File: src/rtl/i2c_reg_seq.sv
// i2c_reg_seq: single-register read/write sequencer sitting on top of a
// byte-level I2C master.
//
// A write issues START, {dev,W}, reg, data, STOP.
// A read issues START, {dev,W}, reg, STOP, START, {dev,R}, then one byte
// read with a paired stop, which makes the master NACK and stop.
//
// Ports:
//   iClk, iRst_n                 clock (rising edge), async active-low reset
//   iReq, iRw, iDev_Addr,        transaction request and its fields; the
//   iReg_Addr, iWr_Data          fields are captured on accept in IDLE
//   oBusy, oDone, oNack,         transaction status
//   oRd_Data                     and read result
//   oI2C_Start                   level to the master's start input
//   oI2C_Stop/Write/Read         one-cycle command pulses to the master
//   oTx_Data                     byte presented to the master
//   iTx_Done, iTx_Ready,         master handshake
//   iRx_Data, iRx_Done           received byte
module i2c_reg_seq #(
  parameter int ACK_WAIT = 4
) (
  input  logic       iClk,
  input  logic       iRst_n,
  input  logic       iReq,
  input  logic       iRw,
  input  logic [6:0] iDev_Addr,
  input  logic [7:0] iReg_Addr,
  input  logic [7:0] iWr_Data,
  output logic       oBusy,
  output logic       oDone,
  output logic       oNack,
  output logic [7:0] oRd_Data,
  output logic       oI2C_Start,
  output logic       oI2C_Stop,
  output logic       oI2C_Write,
  output logic       oI2C_Read,
  output logic [7:0] oTx_Data,
  input  logic       iTx_Done,
  input  logic       iTx_Ready,
  input  logic [7:0] iRx_Data,
  input  logic       iRx_Done
);

  localparam int CW = $clog2(ACK_WAIT + 1);
  localparam logic [CW-1:0] CNT_LAST = CW'(ACK_WAIT - 1);
  localparam logic [CW-1:0] CNT_MAX  = CW'(ACK_WAIT);

  typedef enum logic [3:0] {
    IDLE, ST_ADDR, ACK_CHK, WR_REG, WR_DAT, RD_STOP, RST_ADDR, RD_BYTE, STOP, DONE
  } state_t;

  // Which byte the pending ACK belongs to; selects the exit from ACK_CHK.
  typedef enum logic [1:0] {
    PH_ADDR_W, PH_REG, PH_DATA, PH_ADDR_R
  } phase_t;

  state_t          state_q,  state_d;
  phase_t          phase_q,  phase_d;
  logic [CW-1:0]   cnt_q,    cnt_d;
  logic            issued_q, issued_d;
  logic            rw_q,     rw_d;
  logic [6:0]      dev_q,    dev_d;
  logic [7:0]      reg_q,    reg_d;
  logic [7:0]      wdat_q,   wdat_d;
  logic [7:0]      tx_q,     tx_d;
  logic [7:0]      rd_q,     rd_d;
  logic            nack_q,   nack_d;

  always_ff @(posedge iClk or negedge iRst_n) begin
    if (!iRst_n) begin
      state_q  <= IDLE;
      phase_q  <= PH_ADDR_W;
      cnt_q    <= '0;
      issued_q <= 1'b0;
      rw_q     <= 1'b0;
      dev_q    <= '0;
      reg_q    <= '0;
      wdat_q   <= '0;
      tx_q     <= '0;
      rd_q     <= '0;
      nack_q   <= 1'b0;
    end else begin
      state_q  <= state_d;
      phase_q  <= phase_d;
      cnt_q    <= cnt_d;
      issued_q <= issued_d;
      rw_q     <= rw_d;
      dev_q    <= dev_d;
      reg_q    <= reg_d;
      wdat_q   <= wdat_d;
      tx_q     <= tx_d;
      rd_q     <= rd_d;
      nack_q   <= nack_d;
    end
  end

  always_comb begin
    state_d    = state_q;
    phase_d    = phase_q;
    cnt_d      = cnt_q;
    issued_d   = issued_q;
    rw_d       = rw_q;
    dev_d      = dev_q;
    reg_d      = reg_q;
    wdat_d     = wdat_q;
    tx_d       = tx_q;
    rd_d       = rd_q;
    nack_d     = nack_q;
    oI2C_Start = 1'b0;
    oI2C_Stop  = 1'b0;
    oI2C_Write = 1'b0;
    oI2C_Read  = 1'b0;
    oDone      = 1'b0;

    case (state_q)
      IDLE: begin
        if (iReq) begin
          rw_d    = iRw;
          dev_d   = iDev_Addr;
          reg_d   = iReg_Addr;
          wdat_d  = iWr_Data;
          nack_d  = 1'b0;
          tx_d    = {iDev_Addr, 1'b0};
          phase_d = PH_ADDR_W;
          state_d = ST_ADDR;
        end
      end

      // Start is a level: the master only samples it once idle, which may be
      // well after we raise it (e.g. while it is still finishing a stop).
      ST_ADDR, RST_ADDR: begin
        oI2C_Start = 1'b1;
        if (iTx_Done) begin
          cnt_d   = '0;
          state_d = ACK_CHK;
        end
      end

      // The master returns to HOLD (iTx_Ready) only after a slave ACK; on a
      // NACK it stops the bus by itself, so no stop is issued from here.
      ACK_CHK: begin
        if (iTx_Ready) begin
          case (phase_q)
            PH_ADDR_W: begin
              tx_d    = reg_q;
              phase_d = PH_REG;
              state_d = WR_REG;
            end
            PH_REG: begin
              if (rw_q) begin
                state_d = RD_STOP;
              end else begin
                tx_d    = wdat_q;
                phase_d = PH_DATA;
                state_d = WR_DAT;
              end
            end
            PH_DATA:   state_d = STOP;
            default:   state_d = RD_BYTE;
          endcase
        end else if (cnt_q == CNT_LAST) begin
          nack_d  = 1'b1;
          state_d = DONE;
        end else if (cnt_q != CNT_MAX) begin
          cnt_d = cnt_q + CW'(1);
        end
      end

      // issued_q separates "waiting to send the write" from "waiting for the
      // byte to finish", so the write pulse is exactly one clock.
      WR_REG, WR_DAT: begin
        if (!issued_q) begin
          if (iTx_Ready) begin
            oI2C_Write = 1'b1;
            issued_d   = 1'b1;
          end
        end else if (iTx_Done) begin
          issued_d = 1'b0;
          cnt_d    = '0;
          state_d  = ACK_CHK;
        end
      end

      RD_STOP: begin
        if (iTx_Ready) begin
          oI2C_Stop = 1'b1;
          tx_d      = {dev_q, 1'b1};
          phase_d   = PH_ADDR_R;
          state_d   = RST_ADDR;
        end
      end

      // Read paired with stop: the master NACKs the single byte and stops.
      RD_BYTE: begin
        if (!issued_q) begin
          if (iTx_Ready) begin
            oI2C_Read = 1'b1;
            oI2C_Stop = 1'b1;
            issued_d  = 1'b1;
          end
        end else if (iRx_Done) begin
          rd_d     = iRx_Data;
          issued_d = 1'b0;
          state_d  = DONE;
        end
      end

      STOP: begin
        if (iTx_Ready) begin
          oI2C_Stop = 1'b1;
          state_d   = DONE;
        end
      end

      DONE: begin
        oDone   = 1'b1;
        state_d = IDLE;
      end

      default: state_d = IDLE;
    endcase
  end

  assign oBusy    = (state_q != IDLE) && (state_q != DONE);
  assign oNack    = nack_q;
  assign oRd_Data = rd_q;
  assign oTx_Data = tx_q;

endmodule

File: config.mk
export PLATFORM = sky130hd
export DESIGN_NAME = i2c_reg_seq
export DESIGN_NICKNAME = d
export VERILOG_FILES = /design/src/rtl/i2c_reg_seq.sv
export SDC_FILE = /design/constraint.sdc
export NUM_CORES = 1
export LEC_CHECK = 0
export ABC_AREA = 1
export BUFFER_PORTS_ARGS = -buffer_cell sky130_fd_sc_hd__buf_2
export CORE_MARGIN = 4
export CORE_UTILIZATION = 35
export DETAILED_ROUTE_END_ITERATION = 6
export SKIP_CTS_REPAIR_TIMING = 1
export SLEW_MARGIN = 20
export SYNTH_ARGS = -nofsm -noshare
export SYNTH_HDL_FRONTEND = slang
export SYNTH_SLANG_ARGS = --single-unit
File: constraint.sdc
create_clock -name iClk -period 4.75 [get_ports iClk]
set_input_delay 0.95 -clock iClk [delete_from_list [all_inputs] [get_ports iClk]]
set_output_delay 0.95 -clock iClk [all_outputs]
set_load 0.02 [all_outputs]
### Word-level counts from Yosys, hierarchy flattened

Cells that the tools add are included.

| storage, ports and cells | value |
|---|---|
| register bits after elaboration | 51 |
| output and inout port bits | 23 |
| logic and storage cells | 103 |

| operators by class | value |
|---|---|
| add/sub/neg operators | 1 |
| equality and inequality tests | 28 |
| muxes and demuxes | 46 |
| reduce and logical (&&, ||, !) cells | 17 |

Operators with widths:

| operator | number |
|---|---|
| 4-bit two-way mux | 9 |
| 8-bit two-way mux | 4 |
| 4-bit case mux with 7 select lines | 1 |
| 8-bit case mux with 3 select lines | 1 |
| 2-bit inequality test (second input constant) | 11 |
| 4-bit by 3-bit == test with 1-bit output (second input constant) | 4 |
| 8-bit case mux with 2 select lines | 1 |
| 3-bit two-way mux | 5 |
| 1-bit two-way mux | 14 |
| 4-bit case mux with 3 select lines | 1 |
| 3-bit inequality test (second input constant) | 3 |
| 3-bit case mux with 3 select lines | 1 |
| 4-bit by 2-bit == test with 1-bit output (second input constant) | 2 |
| 4-bit == test (second input constant) | 2 |
| 2-bit two-way mux | 4 |
| 7-bit AND reduction | 1 |
| 1-bit case mux with 2 select lines | 3 |
| 2-bit case mux with 3 select lines | 1 |
| 6-bit AND reduction | 1 |
| 3-bit nonzero test | 2 |
| 2-bit OR reduction | 3 |
| 5-bit AND reduction | 1 |
| 4-bit by 1-bit == test with 1-bit output (second input constant) | 1 |
| 4-bit zero test | 1 |
| other kinds (14) | 15 |

### Longest topological paths before layout

Gate-level depths: netlist (run 1).

| depth | value |
|---|---|
| depth after elaboration | 5 |
| mapped depth | 11 |
| depth with buffers taken out | 11 |

### Least setup slack after synthesis (run 1)

No wires, ideal clock.

| timing | value |
|---|---|
| path type | input-to-output |
| start point | in iTx_Ready |
| end point | out oI2C_Stop |
| arrival | 1.499 ns |
| setup slack | 2.301 ns |
| stages | 2 |
| buffers on the path | 0 |
| cell sequence | nand2_1 > o21ai_0 |

| between the ends | value |
|---|---|
| cells in the longest elaborated chain, start to end | 3 |

RTL lines:

| element | line | source |
|---|---|---|
| from (decl) | 39 | `input logic iTx_Ready,` |
| 1-bit two-way mux (*) | 185, 196, 209 |  |
| 1-bit two-way mux | -- |  |
| 1-bit case mux with 2 select lines (*) | 115 | `case (state_q)` |
| to (decl) | 34 | `output logic oI2C_Stop,` |

Mark *: on every way between the ends. The rest lies on a longest branch, timed or not.

### Worst setup path after layout (run 1)

| timing | value |
|---|---|
| start point | reg state_q[3] |
| end point | out oI2C_Stop |

| between the ends | value |
|---|---|
| cells in the longest elaborated chain, start to end | 3 |

RTL lines:

| element | line | source |
|---|---|---|
| from (decl) | 57 | `state_t state_q, state_d;` |
| from (signal assigned) | 83 | `state_q <= state_d;` |
| 4-bit == test or 4-bit by 3-bit == test with 1-bit output (tied branches) | 115 |  |
| 2-bit OR reduction (no source line) | -- |  |
| 1-bit case mux with 2 select lines (*) | 115 |  |

Marks and branches as above.

==> results of run 1 <==
## layout make-up
cell class                      instances  share of cell area
Sequential cell                        51               0.397
Inverter                               33              0.0386
Multi-Input combinational cell        274               0.403
Clock buffer                            6              0.0226
Clock inverter                          2             0.00389
Timing Repair Buffer                   61              0.0958
Tap cell                               99              0.0386
## metrics by stage
stage | hold WS, ns | cells | area, um^2
3_3_place_gp | 0.456 | 518 | 3130
2_1_floorplan | 0.442 | 365 | 2730
6_report | 0.477 | 526 | 3210
3_5_place_dp | 0.460 | 518 | 3130
4_1_cts | 0.483 | 526 | 3210
5_1_grt | 0.504 | 526 | 3210
## layer usage
layer | track usage | share of wire
met3 | 0.0274 | 0.060
met5 | 0 | 0
met2 | 0.257 | 0.48
met1 | 0.194 | 0.45
met4 | 0.0257 | 0.0067
## logic make-up after synthesis
group | after synthesis | share of synthesized area
AND/OR/NAND/NOR | 233 | 0.355
flip-flops | 51 | 0.467
buffers and inverters | 40 | 0.0582
AO/OA/AOI/OAI | 26 | 0.0541
multiplexers | 8 | 0.0330
adder cells (fa/ha/maj) | 7 | 0.0321
## worst register-to-register path: stages (launching register included)
cell and delay (ns):
dfrtp_1 0.47, inv_2 0.11, nand2_1 0.10, nor2_1 0.20, inv_1 0.13, nor2_2 0.60
inv_2 0.39, nand2_1 0.14, o21ai_0 0.09
## layout by cell type, fill, tap and decap left out, types with 2 or more instances in the layout
cell type,count
nor2_1,25
o21ai_0,16
dfrtp_1,51
nor2_2,6
nand2_2,4
buf_2,60
inv_2,5
ha_1,7
nand4_1,6
nand2_1,174
o211ai_1,6
inv_1,27
clkbuf_8,5
mux2_2,8
a21oi_1,2
nand3_1,13
## power breakdown
part | internal, mW | switching (mW) | total (mW)
combinational | 0.307 | 0.643 | 0.950
sequential | 0.616 | 0.113 | 0.729
clock | 0.103 | 0.143 | 0.247
total | 1.03 | 0.900 | 1.93
## how the worst min path moves through the flow
stage | from | end | slack (ns)
2_1_floorplan | dev_q[0]$_DFFE_PN0P_ | dev_q[0]$_DFFE_PN0P_ | 0.44
3_3_place_gp | wdat_q[5]$_DFFE_PN0P_ | wdat_q[5]$_DFFE_PN0P_ | 0.46
3_5_place_dp | wdat_q[0]$_DFFE_PN0P_ | wdat_q[0]$_DFFE_PN0P_ | 0.46
4_1_cts | oTx_Data[2]$_DFFE_PN0P_ | oTx_Data[2]$_DFFE_PN0P_ | 0.48
5_1_grt | oTx_Data[5]$_DFFE_PN0P_ | oTx_Data[5]$_DFFE_PN0P_ | 0.50
6_report | oTx_Data[0]$_DFFE_PN0P_ | oTx_Data[0]$_DFFE_PN0P_ | 0.48
## sequential cells by signal, summed over array words and instances, names as in the netlist
| signal | count |
|---|---|
| cnt_q | 3 |
| dev_q | 7 |
| issued_q | 1 |
| oNack | 1 |
| oRd_Data | 8 |
| oTx_Data | 8 |
| phase_q | 2 |
| reg_q | 8 |
| rw_q | 1 |
| state_q | 4 |
| wdat_q | 8 |
==> results.json, run 1 <==
{
  "slowest_stage": "dfrtp_1",
  "die_area_mm2": 0.00928,
  "synth_top_area_cell": "dfrtp_1",
  "crit_end": "oI2C_Stop",
  "postRouteAntennaNets": 0,
  "wl_per_cell_um": 12.6,
  "dp_hpwl_um": 5020,
  "fin_skew_ns": 0.00833,
  "die_w_um": 96.3,
  "relSlewSlack": 0.429,
  "worst_slack_ns": 2.02,
  "synth_area_mm2": 0.00273,
  "numClockSinks": 51,
  "cts_root_buf": "clkbuf_8",
  "clk_pin_slew_ns": 0.09,
  "initial_core_util": 0.369,
  "area_growth_pct": 17.6,
  "p_total_mw": 1.93,
  "fill_cells": 788,
  "cts_tree": "yes",
  "synth_area_leaders": "dfrtp_1, nand2_1, inv_1",
  "vias_per_cell": 4.64,
  "overflow": 0,
  "firstDrtPassIters": 4,
  "synth-async-reset-ratio": 1.00,
  "gp_congestion": 0.859,
  "critPathMostFrequentCell": "o21ai_0",
  "synth.distinct_cells": 25,
  "drc": 0,
  "setup_viol": 0,
  "grt_use_total": 0.148,
  "power_leakage_nw": 1.80,
  "cp.arrival_ns": 1.78,
  "period_share": 0.574,
  "finalHoldViolCount": 0,
  "r2r-start": "state_q[2]$_DFFE_PN0P_",
  "synth_edf_count": 0,
  "diodes": 0,
  "start_kind": "register",
  "ctsHtreeMaxLevel": 2,
  "netlist_instances": 365,
  "synth.most_common_cell": "nand2_1",
  "rows": 31,
  "hold_depth": 2,
  "core_mm2": 0.00741,
  "grt_pass1_wl_um": 10900,
  "max_stage_delay_ns": 0.43,
  "numCtsBuffers": 5,
  "fin_nets": 471,
  "insertion_delay_ns": 0.30,
  "cp_cell_sequence": "inv_1 -> nand2_1 -> nor2_2 -> o21ai_0 -> o21ai_0 -> buf_2",
  "slew_violations": 0,
  "hold_class": "reg -> reg",
  "regArea_mm2": 0.00128,
  "die-height_um": 96.3,
  "crit_required_ns": 3.80,
  "worstMarginPinSlew_ns": 0.853,
  "synthTopCellsByCount": "nand2_1, dfrtp_1, inv_1",
  "outcome": "completed",
  "syn_avg_cell_area_um2": 7.48,
  "peakVddDrop_uv": 176,
  "max_freq_mhz": 367,
  "antenna_found_initial": 0,
  "clockBufferDepth": 2,
  "layout_min_cycle_time_ns": 2.73,
  "final_util": 0.434,
  "yosysWarningCount": 0,
  "crit_buf_inv": 2,
  "cp_top_family": "simple AND/OR/NAND/NOR gates",
  "crit_type": "reg -> out",
  "dpl_worst_slack_ns": 2.29,
  "grt_max_degree": 52,
  "seq_area_frac_synth": 0.467,
  "netlist.area_leader.share": 0.467,
  "syn-num-nets": 410,
  "via_count": 2441,
  "multi_input_area_mm2": 0.00130,
  "tns_ns": 0,
  "reg2reg_depth": 8,
  "rsz0062_at_grt": "false",
  "cp-end-kind": "primary output",
  "drtIter0Drc": 74,
  "worstReg2RegEnd": "dev_q[2]$_DFFE_PN0P_",
  "io_pins": 61,
  "path_max_fanout": 9,
  "drv_cap": 0,
  "ys_ff_latch": 51,
  "drive_above_1_share": 0.222,
  "power.density_mw_per_mm2": 600,
  "io_buffer_count": 60,
  "startpoint": "state_q[3]$_DFFE_PN0P_",
  "r2r_setup_slack_ns": 2.40,
  "routed_wl_um": 6610,
  "synth_flop_cell": "dfrtp_1",
  "grt_pass1_vias": 2302,
  "worst-path-stages": 6
}
Power figures use the tool's default switching activity.
==> run 2: changes to the inputs <==
Clock period 4.75 ns to 2.4 ns, I/O delays scaled along.
==> run 2 against run 1 <==
Against the previous run:
- routed wire length is the same
- critical path depth did not move
- global-route usage grew 0.42 points
- largest cell class unchanged
- clock power rose by 140%
- clock-buffer cell count unchanged
- critical endpoint unchanged
- die area is the same
==> results.json, run 2 (same netlist as run 1, synthesis figures left out) <==
{
  "wl_per_cell_um": 12.5,
  "cp-end-kind": "primary output",
  "cp_cell_sequence": "inv_1 -> nand2_1 -> nor2_1 -> inv_1 -> o21ai_0 -> buf_2",
  "r2r_setup_slack_ns": 0.65,
  "insertion_delay_ns": 0.31,
  "power.density_mw_per_mm2": 1200,
  "via_count": 2465,
  "grt_pass1_wl_um": 11000,
  "startpoint": "state_q[3]$_DFFE_PN0P_",
  "antenna_found_initial": 0,
  "diodes": 0,
  "setup_viol": 0,
  "gp_congestion": 0.881,
  "p_int_mw": 2.16,
  "rows": 31,
  "fin_nets": 475,
  "dp_hpwl_um": 5150,
  "crit_type": "reg -> out",
  "die-height_um": 96.3,
  "r2r-start": "state_q[2]$_DFFE_PN0P_",
  "die_area_mm2": 0.00928,
  "fin_skew_ns": 0.00818,
  "cp_top_family": "flip-flops",
  "crit_buf_inv": 3,
  "slew_violations": 0,
  "finalHoldViolCount": 0,
  "start_kind": "register",
  "period_share": 0.906,
  "p_total_mw": 3.92,
  "overflow": 0,
  "outcome": "completed",
  "drtIter0Drc": 133,
  "peakVddDrop_uv": 350,
  "vias_per_cell": 4.66,
  "seq_power_share": 0.366,
  "max_stage_delay_ns": 0.43,
  "final_util": 0.442,
  "crit_required_ns": 1.92,
  "rsz0062_at_grt": "false",
  "grt_pass1_vias": 2422,
  "core_mm2": 0.00741,
  "slowest_stage": "dfrtp_1",
  "pwr-share-comb": 0.485,
  "crit_end": "oI2C_Stop",
  "path_max_fanout": 4,
  "p_switching_mw": 1.76,
  "drive_above_1_share": 0.228,
  "final_cell_mix": "nand2_1, buf_2, dfrtp_1",
  "drc": 0,
  "clk_pin_slew_ns": 0.09,
  "area_growth_pct": 19.8,
  "routed_wl_um": 6610,
  "io_pins": 61,
  "grt_use_total": 0.152,
  "postRouteAntennaNets": 0,
  "io_buffer_count": 60,
  "final_area_mm2": 0.00327,
  "critPathMostFrequentCell": "inv_1",
  "cts_tree": "yes",
  "place_area_mm2": 0.00317,
  "max_freq_mhz": 460,
  "worstReg2RegEnd": "oTx_Data[7]$_DFFE_PN0P_",
  "clock_power_share": 0.149,
  "die_w_um": 96.3,
  "cts_root_buf": "clkbuf_8",
  "final_common_cell": "nand2_1",
  "firstDrtPassIters": 4,
  "reg2reg_depth": 8,
  "relSlewSlack": 0.611,
  "worstMarginPinSlew_ns": 0.584,
  "grt_max_degree": 30,
  "hold_class": "in -> async",
  "layout_min_cycle_time_ns": 2.17,
  "cp.arrival_ns": 1.69,
  "tns_ns": 0,
  "drv_cap": 0,
  "clockBufferDepth": 2,
  "numClockSinks": 51,
  "fill_cells": 804,
  "power_leakage_nw": 1.83,
  "switching_share": 0.449,
  "numCtsBuffers": 5,
  "initial_core_util": 0.369,
  "worst-path-stages": 6,
  "ctsHtreeMaxLevel": 2
}
[run 2: changes by cell type in the layout (fill, tap and decap cells not counted), sizes merged]
| cell | previous run | this run |
|---|---|---|
| clkinvlp | 1 | 0 |
| buf | 61 | 65 |
| clkinv | 2 | 1 |
| bufinv | 0 | 1 |
[run 2: worst min-delay path by stage]
stage / cells after the start / start / end
2_1_floorplan: 0 / iRst_n / cnt_q[0]$_DFFE_PN0P_
3_3_place_gp: 2 / oTx_Data[5]$_DFFE_PN0P_ / oTx_Data[5]$_DFFE_PN0P_
3_5_place_dp: 2 / oTx_Data[4]$_DFFE_PN0P_ / oTx_Data[4]$_DFFE_PN0P_
4_1_cts: 1 / iRst_n / cnt_q[2]$_DFFE_PN0P_
5_1_grt: 1 / iRst_n / cnt_q[2]$_DFFE_PN0P_
6_report: 1 / iRst_n / cnt_q[2]$_DFFE_PN0P_
[run 2: final cells by class]
cell class	instances	area (um^2)	share of cell area
clock inverter	1	30.0	0.00917
inverter	33	124	0.0378
multi-input combinational	274	1300	0.396
tap	99	124	0.0378
timing repair buffer	65	350	0.107
clock buffer	6	72.6	0.0222
sequential	51	1280	0.390
[run 2: routing by layer]
metal | routed length (um) | global-route usage | vias to the layer above
met4 | 110 | 0.0502 | 0
li1 | - | - | 1272
met2 | 3080 | 0.251 | 74
met3 | 475 | 0.0305 | 10
met5 | 0 | 0 | -
met1 | 2940 | 0.200 | 1109
[run 2: power by group through the flow]
| stage | clock, mW | sequential (mW) | combinational (mW) |
|---|---|---|---|
| after detailed placement | 0 | 1.45 | 1.93 |
| after CTS | 0.608 | 1.44 | 1.94 |
| after floorplan | 0 | 1.54 | 1.29 |
| after global placement | 0 | 1.45 | 1.92 |
| final | 0.583 | 1.43 | 1.90 |
| after global routing | 0.640 | 1.48 | 2.20 |
[run 2: per-stage QoR]
| step | hold slack [ns] | std cells | worst slack, ns |
|---|---|---|---|
| floorplan | 0.184 | 365 | 0.541 |
| global placement | 0.455 | 522 | 0.631 |
| detailed placement | 0.454 | 522 | 0.572 |
| CTS | 0.176 | 529 | 0.235 |
| global route | 0.205 | 529 | 0.0313 |
| finish | 0.158 | 529 | 0.226 |
